$ cat src/rtl/reg_load_arbiter.sv
// ---------------------------------------------------------------------------
// reg_load_arbiter
//
// Round-robin arbiter and load sequencer sharing one loadable WIDTH-bit
// register among NREQ requesters. A granted requester's word is latched
// onto REG_DIN, REG_LOAD pulses for one cycle, and a one-cycle ACK returns
// to the winner. Arbitration is done only in IDLE, so REQ changes during a
// transaction are ignored.
//
// Optional feature macro: READBACK_EN
//   defined   : a CHECK state follows LOAD and compares REG_Q with REG_DIN;
//               a mismatch sets the sticky ERR flag (cleared only by reset).
//   undefined : LOAD goes straight to ACK, ERR stays 0, REG_Q is unused.
//
// Ports
//   CLK       in   rising-edge clock
//   RST_N     in   asynchronous active-low reset
//   REQ       in   [NREQ]        request per requester
//   DATA      in   [NREQ*WIDTH]  requester i's word at DATA[WIDTH*i +: WIDTH]
//   GNT       out  [NREQ]        one-hot grant, high during LOAD (and CHECK)
//   ACK       out  [NREQ]        one-hot, one-cycle completion pulse
//   REG_DIN   out  [WIDTH]       shared register DIN, holds last loaded word
//   REG_LOAD  out                shared register LOAD, one cycle per grant
//   REG_Q     in   [WIDTH]       shared register Q, readback only
//   BUSY      out                high whenever the FSM is not in IDLE
//   ERR       out                sticky readback-mismatch flag
// All outputs come straight from flops.
// ---------------------------------------------------------------------------
module reg_load_arbiter #(
    parameter int WIDTH = 4,
    parameter int NREQ  = 4   // legal range 2..8
) (
    input  logic                    CLK,
    input  logic                    RST_N,
    input  logic [NREQ-1:0]         REQ,
    input  logic [NREQ*WIDTH-1:0]   DATA,
    output logic [NREQ-1:0]         GNT,
    output logic [NREQ-1:0]         ACK,
    output logic [WIDTH-1:0]        REG_DIN,
    output logic                    REG_LOAD,
    input  logic [WIDTH-1:0]        REG_Q,
    output logic                    BUSY,
    output logic                    ERR
);

    localparam int IW = $clog2(NREQ);
    typedef logic [IW-1:0] idx_t;

    typedef enum logic [1:0] {
        ST_IDLE  = 2'd0,
        ST_LOAD  = 2'd1,
        ST_CHECK = 2'd2,
        ST_ACK   = 2'd3
    } state_t;

    state_t             state_q, state_d;
    idx_t               last_q,  last_d;     // most recently acknowledged requester
    idx_t               win_q,   win_d;      // requester owning the current transaction
    logic [NREQ-1:0]    gnt_q,   gnt_d;
    logic [NREQ-1:0]    ack_q,   ack_d;
    logic [WIDTH-1:0]   reg_din_q, reg_din_d;
    logic               reg_load_q, reg_load_d;
    logic               busy_q,  busy_d;
    logic               err_q,   err_d;

    // Round-robin pick: scan LAST+1, LAST+2, ... modulo NREQ and take the
    // first requester with REQ set. Scanning up to LAST+NREQ lets the
    // previous winner be chosen again when it is the only one requesting.
    logic pick_found;
    idx_t pick_idx;
    idx_t cand;

    // NOTE: every signal written in an always_comb gets a default at the top,
    // so no path leaves it unassigned and no latch is inferred.
    always_comb begin
        pick_found = 1'b0;
        pick_idx   = '0;
        cand       = '0;
        for (int k = 1; k <= NREQ; k++) begin
            cand = idx_t'((int'(last_q) + k) % NREQ);
            if (!pick_found && REQ[cand]) begin
                pick_found = 1'b1;
                pick_idx   = cand;
            end
        end
    end

    // Next-state and registered-output logic.
    always_comb begin
        state_d    = state_q;
        last_d     = last_q;
        win_d      = win_q;
        gnt_d      = gnt_q;
        ack_d      = '0;
        reg_din_d  = reg_din_q;     // DIN keeps the last loaded word between transactions
        reg_load_d = 1'b0;
        err_d      = err_q;

        case (state_q)
            ST_IDLE: begin
                if (pick_found) begin
                    win_d           = pick_idx;
                    gnt_d           = '0;
                    gnt_d[pick_idx] = 1'b1;
                    reg_din_d       = DATA[WIDTH*int'(pick_idx) +: WIDTH];
                    reg_load_d      = 1'b1;
                    state_d         = ST_LOAD;
                end
            end

            ST_LOAD: begin
`ifdef READBACK_EN
                // Register captures at the end of this cycle; grant stays up
                // through CHECK.
                state_d = ST_CHECK;
`else
                gnt_d        = '0;
                ack_d[win_q] = 1'b1;
                state_d      = ST_ACK;
`endif
            end

`ifdef READBACK_EN
            ST_CHECK: begin
                if (REG_Q != reg_din_q) begin
                    err_d = 1'b1;
                end
                gnt_d        = '0;
                ack_d[win_q] = 1'b1;
                state_d      = ST_ACK;
            end
`endif

            ST_ACK: begin
                last_d  = win_q;
                state_d = ST_IDLE;
            end

            default: begin
                gnt_d   = '0;
                state_d = ST_IDLE;
            end
        endcase

        busy_d = (state_d != ST_IDLE);
    end

`ifndef READBACK_EN
    // Readback is compiled out; REG_Q is intentionally left unobserved.
    logic unused_reg_q;
    assign unused_reg_q = ^REG_Q;
`endif

    // NOTE: sequential state uses non-blocking assignments so every flop
    // samples the pre-edge values regardless of statement order.
    always_ff @(posedge CLK or negedge RST_N) begin
        if (!RST_N) begin
            state_q    <= ST_IDLE;
            last_q     <= idx_t'(NREQ - 1);   // requester 0 wins first after reset
            win_q      <= '0;
            gnt_q      <= '0;
            ack_q      <= '0;
            reg_din_q  <= '0;
            reg_load_q <= 1'b0;
            busy_q     <= 1'b0;
            err_q      <= 1'b0;
        end else begin
            state_q    <= state_d;
            last_q     <= last_d;
            win_q      <= win_d;
            gnt_q      <= gnt_d;
            ack_q      <= ack_d;
            reg_din_q  <= reg_din_d;
            reg_load_q <= reg_load_d;
            busy_q     <= busy_d;
            err_q      <= err_d;
        end
    end

    assign GNT      = gnt_q;
    assign ACK      = ack_q;
    assign REG_DIN  = reg_din_q;
    assign REG_LOAD = reg_load_q;
    assign BUSY     = busy_q;
    assign ERR      = err_q;

endmodule

$ cat config.mk
export PLATFORM = sky130hd
export DESIGN_NAME = reg_load_arbiter
export DESIGN_NICKNAME = d
export VERILOG_FILES = /design/src/rtl/reg_load_arbiter.sv
export SDC_FILE = /design/constraint.sdc
export NUM_CORES = 1
export LEC_CHECK = 0
export BUFFER_PORTS_ARGS = -buffer_cell sky130_fd_sc_hd__buf_2
export CAP_MARGIN = 20
export CORE_ASPECT_RATIO = 1.5
export CORE_MARGIN = 1.5
export CORE_UTILIZATION = 33
export DETAILED_ROUTE_END_ITERATION = 10
export PLACE_DENSITY_LB_ADDON = 0.12
export SETUP_SLACK_MARGIN = 0.5
export SLEW_MARGIN = 20
export SYNTH_ARGS = -nofsm -noshare
export SYNTH_HDL_FRONTEND = slang
export SYNTH_SLANG_ARGS = --single-unit
export TNS_END_PERCENT = 1
$ cat constraint.sdc
create_clock -name CLK -period 1.6 [get_ports CLK]
set_input_delay 0.16 -clock CLK [delete_from_list [all_inputs] [get_ports CLK]]
set_output_delay 0.16 -clock CLK [all_outputs]
set_load 0.02 [all_outputs]
After elaboration in Yosys (flattened, before gate mapping)
Index checks and enable logic that the tools add are counted.
{ "op_classes": {"n_addsub": 4, "n_lt_le_gt_ge": 8, "n_eq_ne": 3, "shift": 1, "muxes": 27, "bitwise_logic": 1, "n_reduce_logical": 12} }
{ "op_table": {"columns": ["operator", "n"], "rows": [
  ["$lt 2x3->1 const B", 6],
  ["$shiftx 16x5->4", 1],
  ["$mux 1", 12],
  ["$mux 2", 5],
  ["$bmux 1 s2", 4],
  ["$mux 4", 2],
  ["$pmux 4 s2", 1],
  ["$logic_and 1x1->1", 5],
  ["$add 2x1->2 const B", 2],
  ["$add 2x2->2 const B", 2],
  ["$demux 1 s2", 2],
  ["$ge 2x1->1 const B", 2],
  ["$pmux 2 s2", 1],
  ["$reduce_and 2->1", 2],
  ["$logic_not 1->1", 3],
  ["$eq 2x1->1 const B", 1],
  ["$eq 2x2->1 const B", 1],
  ["$logic_not 2->1", 1],
  ["$ne 2x2->1 const B", 1],
  ["$reduce_bool 2->1", 1],
  ["$not 1->1", 1]
]} }
{ "totals": {"reg_bits": 20, "out_inout_bits": 15, "elab_cells": 64} }

Depth between registers and ports, before layout
Gate-level depths: netlist of run 1.
{ "depth": {"word_depth": 19, "ltp_mapped": 6, "mapped_depth_nobuf": 5} }

Worst setup path before layout of run 1
OpenSTA, ideal clock, no wires.
{ "synth_path": {"path_type": "register -> register", "from": "register last_q[0]", "to": "register reg_din_q[0] (netlist: REG_DIN[0])", "setup_time_ns": 0.133, "arrival_ns": 1.551, "t_required_ns": 1.467, "setup_slack_ns": -0.084, "path_stages_with_launch": 6, "synth_period_minus_slack_ns": 1.684, "path_cell_list": "dfstp_2 nand2b_1 a21oi_1 or3_4 a2111oi_4 a211oi_2"} }
{ "synth_via": {"elab_chain_cells": 14, "word_cells_on_any_way": 28} }
{ "synth_rtl": {"columns": ["element", "line_no", "source"], "rows": [
  ["from (decl)", "57", "idx_t last_q, last_d;"],
  ["from (signal assigned)", "159", "last_q <= idx_t'(NREQ - 1);"],
  ["from (signal assigned)", "169", "last_q <= last_d;"],
  ["$add 2x1->2", "80", "cand = idx_t'((int'(last_q) + k) % NREQ);"],
  ["$bmux 1 s2", "81", "if (!pick_found && REQ[cand]) begin"],
  ["$mux 1 (not written as such)", "81", null],
  ["$mux 1", "81", null],
  ["$logic_not 1->1", "81", null],
  ["$logic_and 1x1->1", "81", null],
  ["$mux 1", "81", null],
  ["$logic_not 1->1", "81", null],
  ["$logic_and 1x1->1", "81", null],
  ["$mux 1", "81", null],
  ["$logic_not 1->1", "81", null],
  ["$logic_and 1x1->1", "81", null],
  ["$mux 2 or $mux 1 (tied branches)", "81", null],
  ["$shiftx 16x5->4 or $reduce_and 2->1 (tied branches)", null, null],
  ["to (signal assigned)", "173", "reg_din_q <= reg_din_d;"],
  ["to (decl)", "61", "logic [WIDTH-1:0] reg_din_q, reg_din_d;"]
]} }
Several ways; a longest one is shown, not always the timed one. The select of a mux whose other input is x is not followed.
A chain may end at the register's enable or synchronous reset.

Worst setup path after layout of run 1
{ "layout_path": {"from": "register last_q[1]", "to": "register reg_din_q[0] (netlist: REG_DIN[0])"} }
Same word-level chain as after synthesis.

==> results of run 1 <==
-- sequential cells by signal (all words and copies together) (netlist names) --
register / flops
BUSY: 1
REG_DIN: 4
GNT: 4
REG_LOAD: 1
win_q: 2
state_q: 2
ACK: 4
last_q: 2
-- kinds of logic (layout without fill, tap and decap cells) --
family          Yosys count  in the layout
simple gates             31             32
compound gates           30             30
flops                    20             20
mux                       7              7
buf+inv                   5             57
other cells               1              1
-- worst min-delay path: cells and delay by family --
kind                   cells  cell delay [ns]
buffers and inverters      1             0.09
multiplexers               1             0.11
AO/OA/AOI/OAI              1             0.08
-- layout make-up --
cell class                 instances  area share
sequential                        20      0.3173
multi-input combinational         70      0.4207
tap                               40     0.03157
inverter                           2    0.004736
timing repair buffer              51      0.1973
clock buffer                       4     0.02841
-- worst paths after layout --
check                              to  slack (ns)  depth (start not counted)
setup reg to reg           REG_DIN[0]       -0.13                          5
hold reg to reg                GNT[0]        0.52                          1
hold / removal             REG_DIN[1]        0.24                          3
min in group asynchronous      ACK[3]        0.38                          2
max in group asynchronous   last_q[0]        0.88                          2
setup / recovery           REG_DIN[0]       -0.13                          5
-- power groups by stage --
stage | logic [mW] | clock network (mW) | registers (mW)
detailed placement | 1.44 | 0 | 0.904
CTS | 1.62 | 0.345 | 0.899
global route | 1.78 | 0.360 | 0.935
finish | 1.64 | 0.334 | 0.903
global placement | 1.41 | 0 | 0.898
floorplan | 0.720 | 0 | 1.08
-- synthesized netlist by cell type --
cell type / instances
and3_1: 1
o21ai_0: 1
nor3b_1: 1
nor4_4: 1
a2111oi_0: 2
o21ba_4: 1
o21ai_4: 1
a21boi_1: 1
a21oi_1: 3
nand2b_1: 2
or3_4: 1
clkbuf_1: 1
nor3_1: 1
conb_1: 1
dfrtp_1: 18
a21boi_2: 1
and2_1: 1
nand3b_1: 1
inv_1: 2
a211oi_2: 1
nor2b_1: 1
nor4b_1: 2
a2111oi_2: 1
nor2_8: 1
nand2_1: 5
mux2i_1: 5
or2b_1: 1
o21a_1: 1
o21bai_1: 1
mux2_2: 2
a22o_1: 5
nor3_2: 1
a21boi_0: 3
a2111oi_4: 1
buf_4: 2
nor2_1: 10
o21ai_1: 3
dfstp_2: 2
o41ai_2: 1
nor4_1: 1
a211oi_1: 3
-- per-stage QoR --
stage / cell area (µm²) / hold WS, ns / power [mW] / util
5_1_grt: 1585 / 0.2492 / 3.077 / 0.5018
3_3_place_gp: 1423 / 0.1248 / 2.305 / 0.4503
3_5_place_dp: 1423 / 0.1339 / 2.345 / 0.4503
4_1_cts: 1570 / 0.2334 / 2.869 / 0.4970
2_1_floorplan: 1111 / -0.1356 / 1.801 / -
6_report: 1585 / 0.2376 / 2.878 / 0.5018
-- repair_timing --
item | CTS | global route
pin swaps | 12 | 0
setup buffers | 1 | 0
gates cloned | 1 | 0
endpoints found under the hold margin | 18 | 0
resized for setup | 14 | 4
hold buffers | 1 | 0
setup endpoints to repair | 12 | 12
-- routing by layer --
layer,part of all wire,vias to the layer above,wire length (µm),GRT usage
li1,-,458,-,-
met1,0.40,450,1036,0.1920
met2,0.55,22,1416,0.2874
met3,0.028,4,73,0.008130
met4,0.024,0,62,0.09877
met5,0,-,0,0
==> impl_metrics.tcl, run 1 <==
set metrics [dict create \
    io_pins 41 \
    drtAntennaViolNets 0 \
    power_frac_seq 0.314 \
    synthAdderAreaFrac 0 \
    path_max_fanout 6 \
    synth-compound-area-share 0.2569 \
    finalHoldViolations 0 \
    clkLatencyLatePin_ns 0.25 \
    setup_viol 9 \
    fp.coreArea_um2 3159 \
    outcome "finished with violations" \
    placed_cells 180 \
    post-place-ws_ns -0.1418 \
    synthDistinctLibCells 41 \
    grt_pass1_wl_mm 4.457 \
    die_w_um 49.84 \
    p_int_mw 1.676 \
    max_stage_delay_ns 0.58 \
    clock-sinks 20 \
    synth_top_cell_area_share 0.4147 \
    io_buffer_count 35 \
    synth_xor_area_frac 0 \
    viasPerCell 4.995 \
    yosysTopAreaCell "dfrtp_1" \
    timing.fmax_mhz 578.7 \
    regToRegStartpoint "last_q[1]" \
    setup.worst_path.class "register to register" \
    setup-tns-final_ns -0.7314 \
    drc 0 \
    end_kind "register" \
    crit_chain "buf_4 > nor3b_2 > or3_4 > a2111oi_4 > a211oi_2" \
    seqCellArea_um2 503.0 \
    p_sw_frac 0.4175 \
    p_comb_frac 0.570 \
    final_common_cell "buf_2" \
    rows 25 \
    path_clk_slew_ns 0.07 \
    netlist_instances 94 \
    synth_nets 120 \
    hpwlAfterDp_mm 2.005 \
    fin_skew_ns 0.001830 \
    violations "setup timing" \
    place_congestion 0.7621 \
    wl_per_cell_um 13.84 \
    path_delay_family "flip-flops" \
    critPathLaunchType "register" \
    power.density_nw_per_um2 1815 \
    synth_top_family_by_area "compound AO/OA/AOI/OAI gates" \
    route.vias.total 934 \
    multi_input_area_um2 666.9 \
    drive_gt1_frac 0.5306 \
    ys_ff_latch 20 \
    syn_area_um2 1086 \
    rsz0062_at_grt "yes" \
    synth_mux_area_frac 0.06682 \
    h-tree-depth 1 \
    clockRootBuffer "clkbuf_8" \
    synthSimpleGateAreaFrac 0.1855 \
    clockBufferDepth 2 \
    min_from "DATA[5]" \
    final_cell_mix "buf_2 (35), dfrtp_1 (18), buf_4 (11), nor2_1 (10)" \
    dr.first_iter.drc_count 9 \
    maxCapViolCount 0 \
    fin_cells 187 \
    critPathArrivalTime_ns 1.86 \
    worstSetupStartpoint "last_q[1]" \
    antenna_found_initial 0 \
    drv_slew 0 \
    numCtsBuffers 3 \
    grt_pass1_vias 974 \
    ys_seq_area_frac 0.4631 \
    dieArea_um2 3651 \
    num-fill-cells 307 \
    synth.area.top_cells "dfrtp_1 (41%), dfstp_2 (4.8%), mux2i_1 (4.6%), a22o_1 (4.0%), nor2_1 (3.5%)" \
    syn2layout_area_growth_pct 45.97 \
    ir_drop_v 0.0009029 \
    path_buf_inv 1 \
    worstPathRequired_ns 1.73 \
    nNetsFinal 174 \
    slowest_stage "dfstp_2" \
    hp-class "input pin to register" \
    wirelength_mm 2.589 \
    synth.avg_cell_area_um2 11.55 \
    switchingPower_mw 1.201 \
    fin_crit_ns 1.728 \
    start_util 0.3438 \
    firstDrtPassIters 2 \
    p_clk_frac 0.116 \
    grt_overflow 0 \
    cts_tree "yes" \
    fin_crit_sh 1.080 \
    fin_ws_ns -0.1280 \
    grt_max_degree 21 \
    antenna_cells 0 \
    yosysWarnings 0 \
    leakage_nw 0.7184 \
    grt_use_total 0.1624 \
    die_y_um 73.26 \
]
No activity file was read; power rests on OpenSTA's default activity.
==> run 2: changes to the inputs <==
MAX_ROUTING_LAYER = met4   (was unset)
==> impl_metrics.tcl, run 2 (same netlist as run 1, synthesis figures left out) <==
set metrics [dict create \
    drv_slew 0 \
    start_util 0.3438 \
    final_cell_mix "buf_2 (35), dfrtp_1 (18), buf_4 (11), nor2_1 (10)" \
    switchingPower_mw 1.202 \
    setup_viol 9 \
    p_sw_frac 0.4175 \
    fin_skew_ns 0.001831 \
    p_clk_frac 0.116 \
    leakage_nw 0.7184 \
    hp-class "input pin to register" \
    drive_gt1_frac 0.5306 \
    grt_overflow 0 \
    clkLatencyLatePin_ns 0.25 \
    violations "setup timing" \
    hpwlAfterDp_mm 2.005 \
    crit-reg2reg-capture "REG_DIN[0]" \
    rsz0062_at_grt "yes" \
    wirelength_mm 2.589 \
    power_frac_seq 0.314 \
    die_w_um 49.84 \
    fin_crit_ns 1.728 \
    io_pins 41 \
    finalHoldViolations 0 \
    setup-tns-final_ns -0.7312 \
    p_int_mw 1.676 \
    viasPerCell 4.995 \
    setup.worst_path.class "register to register" \
    route.vias.total 934 \
    crit_end "REG_DIN[0]" \
    critPathLaunchType "register" \
    hold-worst-slack_ns 0.2377 \
    drtAntennaViolNets 0 \
    clock-sinks 20 \
    clockRootBuffer "clkbuf_8" \
    io_buffer_count 35 \
    path_max_fanout 6 \
    numCtsBuffers 3 \
    post-place-ws_ns -0.1418 \
    rows 25 \
    cts_tree "yes" \
    path_clk_slew_ns 0.07 \
    clockBufferDepth 2 \
    worstPathRequired_ns 1.73 \
    p_comb_frac 0.570 \
    reg2reg_depth 5 \
    dieArea_um2 3651 \
    firstDrtPassIters 2 \
    wl_per_cell_um 13.84 \
    grt_pass1_wl_mm 4.457 \
    end_kind "register" \
    dr.first_iter.drc_count 9 \
    syn2layout_area_growth_pct 45.97 \
    fin_crit_sh 1.080 \
    timing.fmax_mhz 578.7 \
    die_y_um 73.26 \
    place_congestion 0.7722 \
    grt_max_degree 21 \
    outcome "finished with violations" \
    r2r_slack_ns -0.13 \
    grt_use_total 0.1671 \
    maxCapViolCount 0 \
    power.density_nw_per_um2 1815 \
    ir_drop_v 0.0009029 \
    worstSetupStartpoint "last_q[1]" \
    regToRegStartpoint "last_q[1]" \
    h-tree-depth 1 \
    final_common_cell "buf_2" \
    antenna_cells 0 \
    grt_pass1_vias 975 \
    fin_ws_ns -0.1280 \
    fp.coreArea_um2 3159 \
    nNetsFinal 174 \
    antenna_found_initial 0 \
    critPathArrivalTime_ns 1.86 \
    drc 0 \
]
[run 2: cell counts in the layout (fill, tap and decap cells not counted)]
Identical to the previous run, type by type.
[run 2: layer usage]
| metal | track usage | vias up | part of all wire |
|---|---|---|---|
| met5 | - | - | 0 |
| met1 | 0.1920 | 450 | 0.40 |
| met2 | 0.2874 | 22 | 0.55 |
| met3 | 0.008130 | 4 | 0.028 |
| li1 | - | 458 | - |
| met4 | 0.09877 | 0 | 0.024 |
[run 2: area by class of cell]
type	instances	area (µm²)
Multi-Input combinational cell	70	666.9
Sequential cell	20	503.0
Fill cell	307	1574
Clock buffer	4	45.04
Timing Repair Buffer	51	312.8
Inverter	2	7.507
Tap cell	40	50.05
[run 2: worst min-delay path by stage]
stage | start | end | slack [ns] | depth (start not counted)
final | DATA[5] | REG_DIN[1] | 0.24 | 3
after floorplan | RST_N | ACK[0] | -0.14 | 0
after CTS | DATA[5] | REG_DIN[1] | 0.23 | 3
after global routing | DATA[5] | REG_DIN[1] | 0.25 | 3
after detailed placement | RST_N | ACK[3] | 0.13 | 1
after global placement | RST_N | REG_LOAD | 0.12 | 1
[run 2: what timing repair did]
action / 4_1_cts / 5_1_grt
resized for setup: 14 / 4
endpoints found under the setup margin: 12 / 12
endpoints found under the hold margin: 18 / 0
gates cloned: 1 / 0
buffers inserted: 1 / 0
hold buffers: 1 / 0
pin swaps: 12 / 0
[run 2: critical path, stage by stage (launching register included)]
cell,delay (ns)
dfstp_2,0.58
buf_4,0.13
nor3b_2,0.06
or3_4,0.46
a2111oi_4,0.32
a211oi_2,0.06
[run 2: power by group through the flow]
stage | registers (mW) | logic [mW] | clock network, mW
2_1_floorplan | 1.08 | 0.720 | 0
3_3_place_gp | 0.898 | 1.41 | 0
3_5_place_dp | 0.904 | 1.44 | 0
4_1_cts | 0.899 | 1.62 | 0.345
5_1_grt | 0.935 | 1.78 | 0.360
6_report | 0.903 | 1.64 | 0.334
[run 2: per-stage QoR]
stage	total power [mW]	cells	cell area (µm²)	util
after floorplan	1.801	94	1111	-
after global placement	2.305	180	1423	0.4503
after detailed placement	2.345	180	1423	0.4503
after CTS	2.869	187	1570	0.4970
after global routing	3.077	187	1585	0.5018
final	2.878	187	1585	0.5018
